$ cat src/rtl/fu_br_multi.sv
// N-lane branch resolution unit: oldest-mispredict redirect plus a predictor-update FIFO.
// Optional statistics counters are built when FU_BR_STATS_EN is defined.
module fu_br_multi #(
    parameter int unsigned LANES     = 2,
    parameter int unsigned UPD_DEPTH = 4,
    localparam int unsigned LW = (LANES > 1) ? $clog2(LANES) : 1
) (
    input  logic                 clk,
    input  logic                 rst,
    input  logic [LANES-1:0]     ex_valid,
    input  logic [LANES*32-1:0]  ex_pc,
    input  logic [LANES*32-1:0]  ex_rdata1,
    input  logic [LANES*32-1:0]  ex_rdata2,
    input  logic [LANES*32-1:0]  ex_imm,
    input  logic [LANES*4-1:0]   ex_br_type,
    input  logic [LANES-1:0]     ex_pd_taken,
    input  logic [LANES*32-1:0]  ex_pd_pc,
    input  logic [LANES*2-1:0]   ex_pd_type,
    input  logic                 stall,
    output logic                 redirect,
    output logic [31:0]          redirect_pc,
    output logic [LW-1:0]        redirect_lane,
    output logic                 upd_valid,
    input  logic                 upd_ready,
    output logic [31:0]          upd_pc,
    output logic [1:0]           upd_type,
    output logic [31:0]          upd_target,
    output logic                 upd_taken,
    output logic [7:0]           upd_drop_cnt,
    output logic [31:0]          stat_br_cnt,
    output logic [31:0]          stat_mp_cnt
);

    localparam int unsigned PW = (UPD_DEPTH > 1) ? $clog2(UPD_DEPTH) : 1;
    localparam int unsigned CW = PW + 1;
    localparam int unsigned EW = 67;

    logic [LANES-1:0] taken, mp, pd_br;
    logic [31:0]      cor_pc [LANES];
    logic [EW-1:0]    entry  [LANES];

    for (genvar g = 0; g < LANES; g++) begin : g_lane
        logic [31:0] pc, rs1, rs2, imm, pd_pc, tgt;
        logic [3:0]  bt;
        logic        lane_taken, is_br;

        assign pc    = ex_pc[32*g +: 32];
        assign rs1   = ex_rdata1[32*g +: 32];
        assign rs2   = ex_rdata2[32*g +: 32];
        assign imm   = ex_imm[32*g +: 32];
        assign pd_pc = ex_pd_pc[32*g +: 32];
        assign bt    = ex_br_type[4*g +: 4];

        always_comb begin
            lane_taken = 1'b0;
            case (bt)
                4'd1, 4'd2, 4'd3: lane_taken = 1'b1;
                4'd4:             lane_taken = (rs1 == rs2);
                4'd5:             lane_taken = (rs1 != rs2);
                4'd6:             lane_taken = ($signed(rs1) < $signed(rs2));
                4'd7:             lane_taken = ($signed(rs1) >= $signed(rs2));
                4'd8:             lane_taken = (rs1 < rs2);
                4'd9:             lane_taken = (rs1 >= rs2);
                default:          lane_taken = 1'b0;
            endcase
        end

        assign tgt       = (bt == 4'd1) ? rs1 + imm : pc + imm;
        assign is_br     = (bt >= 4'd1) && (bt <= 4'd9);
        assign taken[g]  = lane_taken;
        assign mp[g]     = ex_valid[g] & is_br &
                           ((ex_pd_taken[g] != lane_taken) | (lane_taken & (pd_pc != tgt)));
        assign cor_pc[g] = lane_taken ? tgt : pc + 32'd4;
        assign entry[g]  = {pc, ex_pd_type[2*g +: 2], tgt, lane_taken};
        assign pd_br[g]  = ex_valid[g] & (ex_pd_type[2*g +: 2] != 2'b00);
    end

    logic          mp_any, cand_any;
    logic [LW-1:0] win, cand;

    // Descending scan leaves the lowest (oldest) matching lane selected.
    always_comb begin
        mp_any = 1'b0;
        win    = '0;
        for (int i = int'(LANES) - 1; i >= 0; i--) begin
            if (mp[i]) begin
                mp_any = 1'b1;
                win    = LW'(i);
            end
        end
    end

    always_comb begin
        cand_any = 1'b0;
        cand     = '0;
        for (int i = int'(LANES) - 1; i >= 0; i--) begin
            if (pd_br[i] && (!mp_any || (LW'(i) <= win))) begin
                cand_any = 1'b1;
                cand     = LW'(i);
            end
        end
    end

    logic fired_q, fired_d, pushed_q, pushed_d;
    logic push, pop, full, push_ok, drop;

    logic [PW-1:0] wr_q, wr_d, rd_q, rd_d;
    logic [CW-1:0] cnt_q, cnt_d;
    logic [7:0]    drop_q, drop_d;
    logic [EW-1:0] mem [UPD_DEPTH];

    assign redirect      = mp_any & ~fired_q & ~rst;
    assign redirect_pc   = mp_any ? cor_pc[win] : 32'd0;
    assign redirect_lane = win;

    assign push    = cand_any & ~(fired_q | pushed_q);
    assign upd_valid = (cnt_q != '0);
    assign pop     = upd_valid & upd_ready;
    assign full    = (cnt_q == CW'(UPD_DEPTH));
    assign push_ok = push & (~full | pop);
    assign drop    = push & full & ~pop;

    // Flags survive only while the same bundle is held in EX.
    assign fired_d  = stall & (redirect | fired_q);
    assign pushed_d = stall & (push | pushed_q);

    always_comb begin
        wr_d   = push_ok ? wr_q + PW'(1) : wr_q;
        rd_d   = pop ? rd_q + PW'(1) : rd_q;
        cnt_d  = cnt_q;
        if (push_ok && !pop) cnt_d = cnt_q + CW'(1);
        if (!push_ok && pop) cnt_d = cnt_q - CW'(1);
        drop_d = (drop && (drop_q != 8'hFF)) ? drop_q + 8'd1 : drop_q;
    end

    always_ff @(posedge clk) begin
        if (rst) begin
            fired_q  <= 1'b0;
            pushed_q <= 1'b0;
            wr_q     <= '0;
            rd_q     <= '0;
            cnt_q    <= '0;
            drop_q   <= '0;
        end else begin
            fired_q  <= fired_d;
            pushed_q <= pushed_d;
            wr_q     <= wr_d;
            rd_q     <= rd_d;
            cnt_q    <= cnt_d;
            drop_q   <= drop_d;
        end
    end

    always_ff @(posedge clk) begin
        if (push_ok) mem[wr_q] <= entry[cand];
    end

    assign {upd_pc, upd_type, upd_target, upd_taken} = upd_valid ? mem[rd_q] : '0;
    assign upd_drop_cnt = drop_q;

`ifdef FU_BR_STATS_EN
    logic [31:0] br_cnt_q, mp_cnt_q;

    always_ff @(posedge clk) begin
        if (rst) begin
            br_cnt_q <= '0;
            mp_cnt_q <= '0;
        end else begin
            if (push_ok)  br_cnt_q <= br_cnt_q + 32'd1;
            if (redirect) mp_cnt_q <= mp_cnt_q + 32'd1;
        end
    end

    assign stat_br_cnt = br_cnt_q;
    assign stat_mp_cnt = mp_cnt_q;
`else
    assign stat_br_cnt = 32'd0;
    assign stat_mp_cnt = 32'd0;
`endif

endmodule

$ cat config.mk
export PLATFORM = sky130hd
export DESIGN_NAME = fu_br_multi
export DESIGN_NICKNAME = d
export VERILOG_FILES = /design/src/rtl/fu_br_multi.sv
export SDC_FILE = /design/constraint.sdc
export NUM_CORES = 1
export LEC_CHECK = 0
export ABC_AREA = 1
export CAP_MARGIN = 0
export CORE_MARGIN = 2
export CORE_UTILIZATION = 45
export DETAILED_ROUTE_END_ITERATION = 7
export PLACE_DENSITY = 0.7
export RECOVER_POWER = 25
export SLEW_MARGIN = 40
export SYNTH_ARGS = -nofsm -noshare
export SYNTH_HDL_FRONTEND = slang
export SYNTH_SLANG_ARGS = --single-unit
$ cat constraint.sdc
create_clock -name clk -period 8.99 [get_ports clk]
set_input_delay 0.899 -clock clk [delete_from_list [all_inputs] [get_ports clk]]
set_output_delay 0.899 -clock clk [all_outputs]
set_load 0.03 [all_outputs]
==> results.rst, run 1 <==
.. list-table::
   :header-rows: 1

   * - Metric
     - Value
   * - Status
     - finished with violations
   * - Violated checks
     - capacitance limit, slew limit
   * - Share of total power in sequential cells
     - 31.9%
   * - Depth of the worst register-to-register path
     - 10
   * - Die Height
     - 231 microns
   * - Max Freq
     - 0.125 GHz
   * - Final-layout fill cell count
     - 4910
   * - Minimum clock period
     - 8.00 ns
   * - Worst setup skew after layout
     - 0.0185 ns
   * - Port Buffer Count
     - 449
   * - CTS Hold Buffers Added
     - 0
   * - Gr ovfl total
     - 0
   * - Area overhead of the layout relative to synthesis
     - 24.1%
   * - Leakage power total
     - 12.8 nW
   * - Crit. End Element
     - output pin
   * - Logic pwr share
     - 50.0%
   * - Internal reg-to-reg setup slack
     - 4.11 ns
   * - Final setup violation count
     - 0
   * - Share of final-layout standard cells stronger than drive strength 1
     - 4.47%
   * - Headroom to the max-slew limit
     - -162%
   * - Top-level I/O count
     - 514
   * - Switching share of power
     - 43.6%
   * - Initial DRC Count
     - 2162
   * - Kind of cell adding the most delay to the critical path
     - simple AND/OR/NAND/NOR gates
   * - Final net count
     - 4081
   * - Final Total Pwr
     - 5.40 mW
   * - Final core utilization
     - 56.4%
   * - DRC
     - 0
   * - Total clock buffers created by CTS
     - 23
   * - Worst voltage drop across the vdd grid
     - 155 uV
   * - WP buf/inv
     - 4
   * - Most numerous cell in the Yosys netlist
     - nand2_1
   * - Die area
     - 53600 sq um
   * - Multi-input logic area
     - 12700 sq um
   * - Max-slew violation count
     - 69
   * - Cell type with the largest total area after synthesis
     - edfxtp_1
   * - Fraction of synthesis flops using an asynchronous set or reset pin
     - 0%
   * - Worst hold path class
     - reg -> reg
   * - Hold path startpoint
     - rd_q[1]
   * - Tcrit/Tclk final
     - 89.0%
   * - Setup slack after placement
     - 1.66 ns
   * - Clock latency at the later pin of the worst-skew pair
     - 0.53 ns
   * - Setup repair after global routing missed its margin
     - no
   * - Routed Antenna Nets
     - 0
   * - Sequential area share after synthesis
     - 36.2%
   * - Number of maximum-capacitance violations
     - 1
   * - Placer congestion estimate
     - 1.04
   * - Initial antenna violation count
     - 28
   * - Post-Route WL
     - 90900 microns
   * - Number of enable flip-flop cells after synthesis
     - 268
   * - Cell variety after synth
     - 65
   * - WL/cell
     - 21.1 microns
   * - Post-Place Cell Area
     - 28200 sq um
   * - Cell Pwr Density
     - 187 nW/um^2
   * - Post-CTS Setup Repair Bufs
     - 0
   * - Stage delay of the slowest cell on the critical path
     - 0.82 ns
   * - Area of the core
     - 51200 sq um
   * - Pin count of the biggest net entering global routing
     - 135
   * - Highest-delay cell along the critical path
     - clkdlybuf4s50_1
   * - Number of hold violations in the final report
     - 0
   * - Detailed-routing iteration count for the pre-antenna-repair pass
     - 6
   * - Number of gates resized after CTS
     - 0
   * - Number of vias in the routed layout
     - 23300
   * - Number of instances in the synthesized netlist
     - 3214
   * - Deepest level of the CTS H-tree
     - 1
   * - Max Root-Sink Buffers
     - 3
   * - Critical Path Most Common Cell
     - nand2_1
   * - Slew at the pin closest to its max-slew limit
     - 3.93 ns
   * - Final Worst Setup Slack
     - 0.992 ns
   * - Worst flop-to-flop path endpoint
     - cnt_q[1]
   * - DR vias/cell
     - 5.40
   * - Main flop type after synthesis
     - edfxtp_1
   * - Switching power
     - 2.35 mW
   * - Share of power burned in the clock network
     - 18.1%
   * - Fin Setup TNS
     - 0 ns
   * - Overall routing resource usage
     - 32.8%
   * - Mean post-synth cell area
     - 7.24 sq um
   * - Core Rows
     - 83
   * - Via count of the first global-routing pass
     - 21600
   * - WHS Path Cells
     - 2
   * - Starting density of the core
     - 45.5%
   * - Cell area after synthesis
     - 23300 sq um
   * - Buffer cell driving the clock tree root
     - clkbuf_16
   * - Source of the worst register-to-register timing path
     - cnt_q[0]
   * - Top-area cell type share of the netlist area
     - 34.6%
   * - Yosys warning total
     - 0
   * - Commonest cells in the netlist
     - nand2_1 (681), nor2_1 (497), inv_1 (375), edfxtp_1 (268), o21ai_0 (250)
   * - First-pass GRT wire length
     - 131000 microns
   * - Final cell area excluding filler cells
     - 28900 sq um
   * - Max FO, Critical Path
     - 51
   * - X dimension of the die
     - 231 microns
   * - Internal Dissipation
     - 3.05 mW
   * - CP arrival
     - 7.10 ns
   * - Clock-pin slew reported for the worst setup and hold paths after clock tree synthesis
     - 0.06 ns
   * - Hpwl dp
     - 73700 microns
   * - Top post-synthesis cells by area
     - edfxtp_1 (35%), nand2_1 (11%), nor2_1 (8.0%)
   * - Number of sinks driven by the clock tree
     - 287
   * - Kind of launch point of the worst setup path
     - primary input
   * - Flip-flop and latch area
     - 8440 sq um
   * - CTS tree
     - done
   * - Flip-flop and latch count after synthesis
     - 287
   * - Required arrival time at the worst endpoint
     - 8.09 ns
   * - Critical path type
     - in -> out
==> power by group through the flow <==
| stage | Clock [mW] | Combinational [mW] | Sequential (mW) |
|---|---|---|---|
| 6_report | 0.975 | 2.70 | 1.72 |
| 5_1_grt | 1.04 | 2.90 | 1.74 |
| 4_1_cts | 0.988 | 2.74 | 1.72 |
| 3_5_place_dp | 0 | 2.74 | 1.75 |
| 3_3_place_gp | 0 | 2.71 | 1.76 |
| 2_1_floorplan | 0 | 1.65 | 1.72 |
==> flip-flops by register name, indices dropped and copies added, names as in the netlist, named ones only <==
signal and count:
mem 268, upd_drop_cnt 8, wr_q 2, pushed_q 1, cnt_q 3, rd_q 2, fired_q 1
==> layout make-up <==
cell class | instances | share of cell area, %
diodes | 16 | 0.139
repair buffers | 465 | 16.0
well taps | 680 | 2.94
inverters | 394 | 5.14
clock buffers | 24 | 2.00
clock inverters | 17 | 0.489
flip-flops and latches | 287 | 29.2
multi-input cells | 2434 | 44.0
==> how the worst max path moves through the flow <==
stage | from | to | depth (start not counted)
after floorplan | ex_br_type[0] | mem[0][0] | 28
after detailed placement | ex_br_type[0] | redirect_pc[29] | 28
after global routing | ex_br_type[0] | redirect_pc[19] | 30
after global placement | ex_br_type[0] | redirect_pc[29] | 28
after CTS | ex_br_type[0] | redirect_pc[29] | 28
final | ex_br_type[0] | redirect_pc[29] | 28
==> routing by layer <==
| layer | part of all wire (%) | routed length (microns) | global-route usage (%) | vias up |
|---|---|---|---|---|
| li1 | - | - | - | 11300 |
| met5 | 0.16 | 150 | 0 | - |
| met3 | 8.9 | 8080 | 5.83 | 219 |
| met1 | 39 | 35600 | 41.3 | 10600 |
| met4 | 5.2 | 4720 | 15.3 | 22 |
| met2 | 47 | 42300 | 54.6 | 1139 |
==> logic make-up after synthesis <==
group	count (synthesis)	share of synthesized area, %
other	1	0.0161
XOR/XNOR	96	3.83
AND/OR/NAND/NOR	1534	28.3
adder cells (fa/ha/maj)	136	7.41
flip-flops	287	36.2
AO/OA/AOI/OAI	602	13.9
buffers and inverters	556	10.2
multiplexers	2	0.0967
==> through the flow <==
stage	std cells	hold WS, ns
2_1_floorplan	3277	0.436
3_3_place_gp	4259	0.445
3_5_place_dp	4260	0.447
4_1_cts	4301	0.458
5_1_grt	4311	0.491
6_report	4317	0.457
==> worst reg2reg max path, stage by stage (launching register included) <==
cell,delay [ns]
dfxtp_1,0.33
nor2_1,0.13
nand2_1,0.09
clkinvlp_2,0.07
clkbuf_1,2.74
nor2_1,0.49
nand2_1,0.34
fa_1,0.45
inv_1,0.06
nor2_1,0.04
nor2_1,0.09
==> layout by cell type (no fill, tap or decap), types with 64 or more instances in the layout <==
cell type and instances:
nand2_1 686, nand3_1 170, xor2_1 71, dlygate4sd3_1 77
clkdlybuf4s50_1 372, edfxtp_1 268, inv_1 373, o21ai_0 249
a21oi_1 233, conb_1 64, nor2_1 493, ha_1 133
No activity file was read; power rests on OpenSTA's default activity.
==> run 2, diff against run 1 <==
- SETUP_SLACK_MARGIN: unset -> 0.3
- TNS_END_PERCENT: unset -> 30
==> results of run 2 <==
Same layout as run 1: the final DEF is identical, and so are final timing and power.
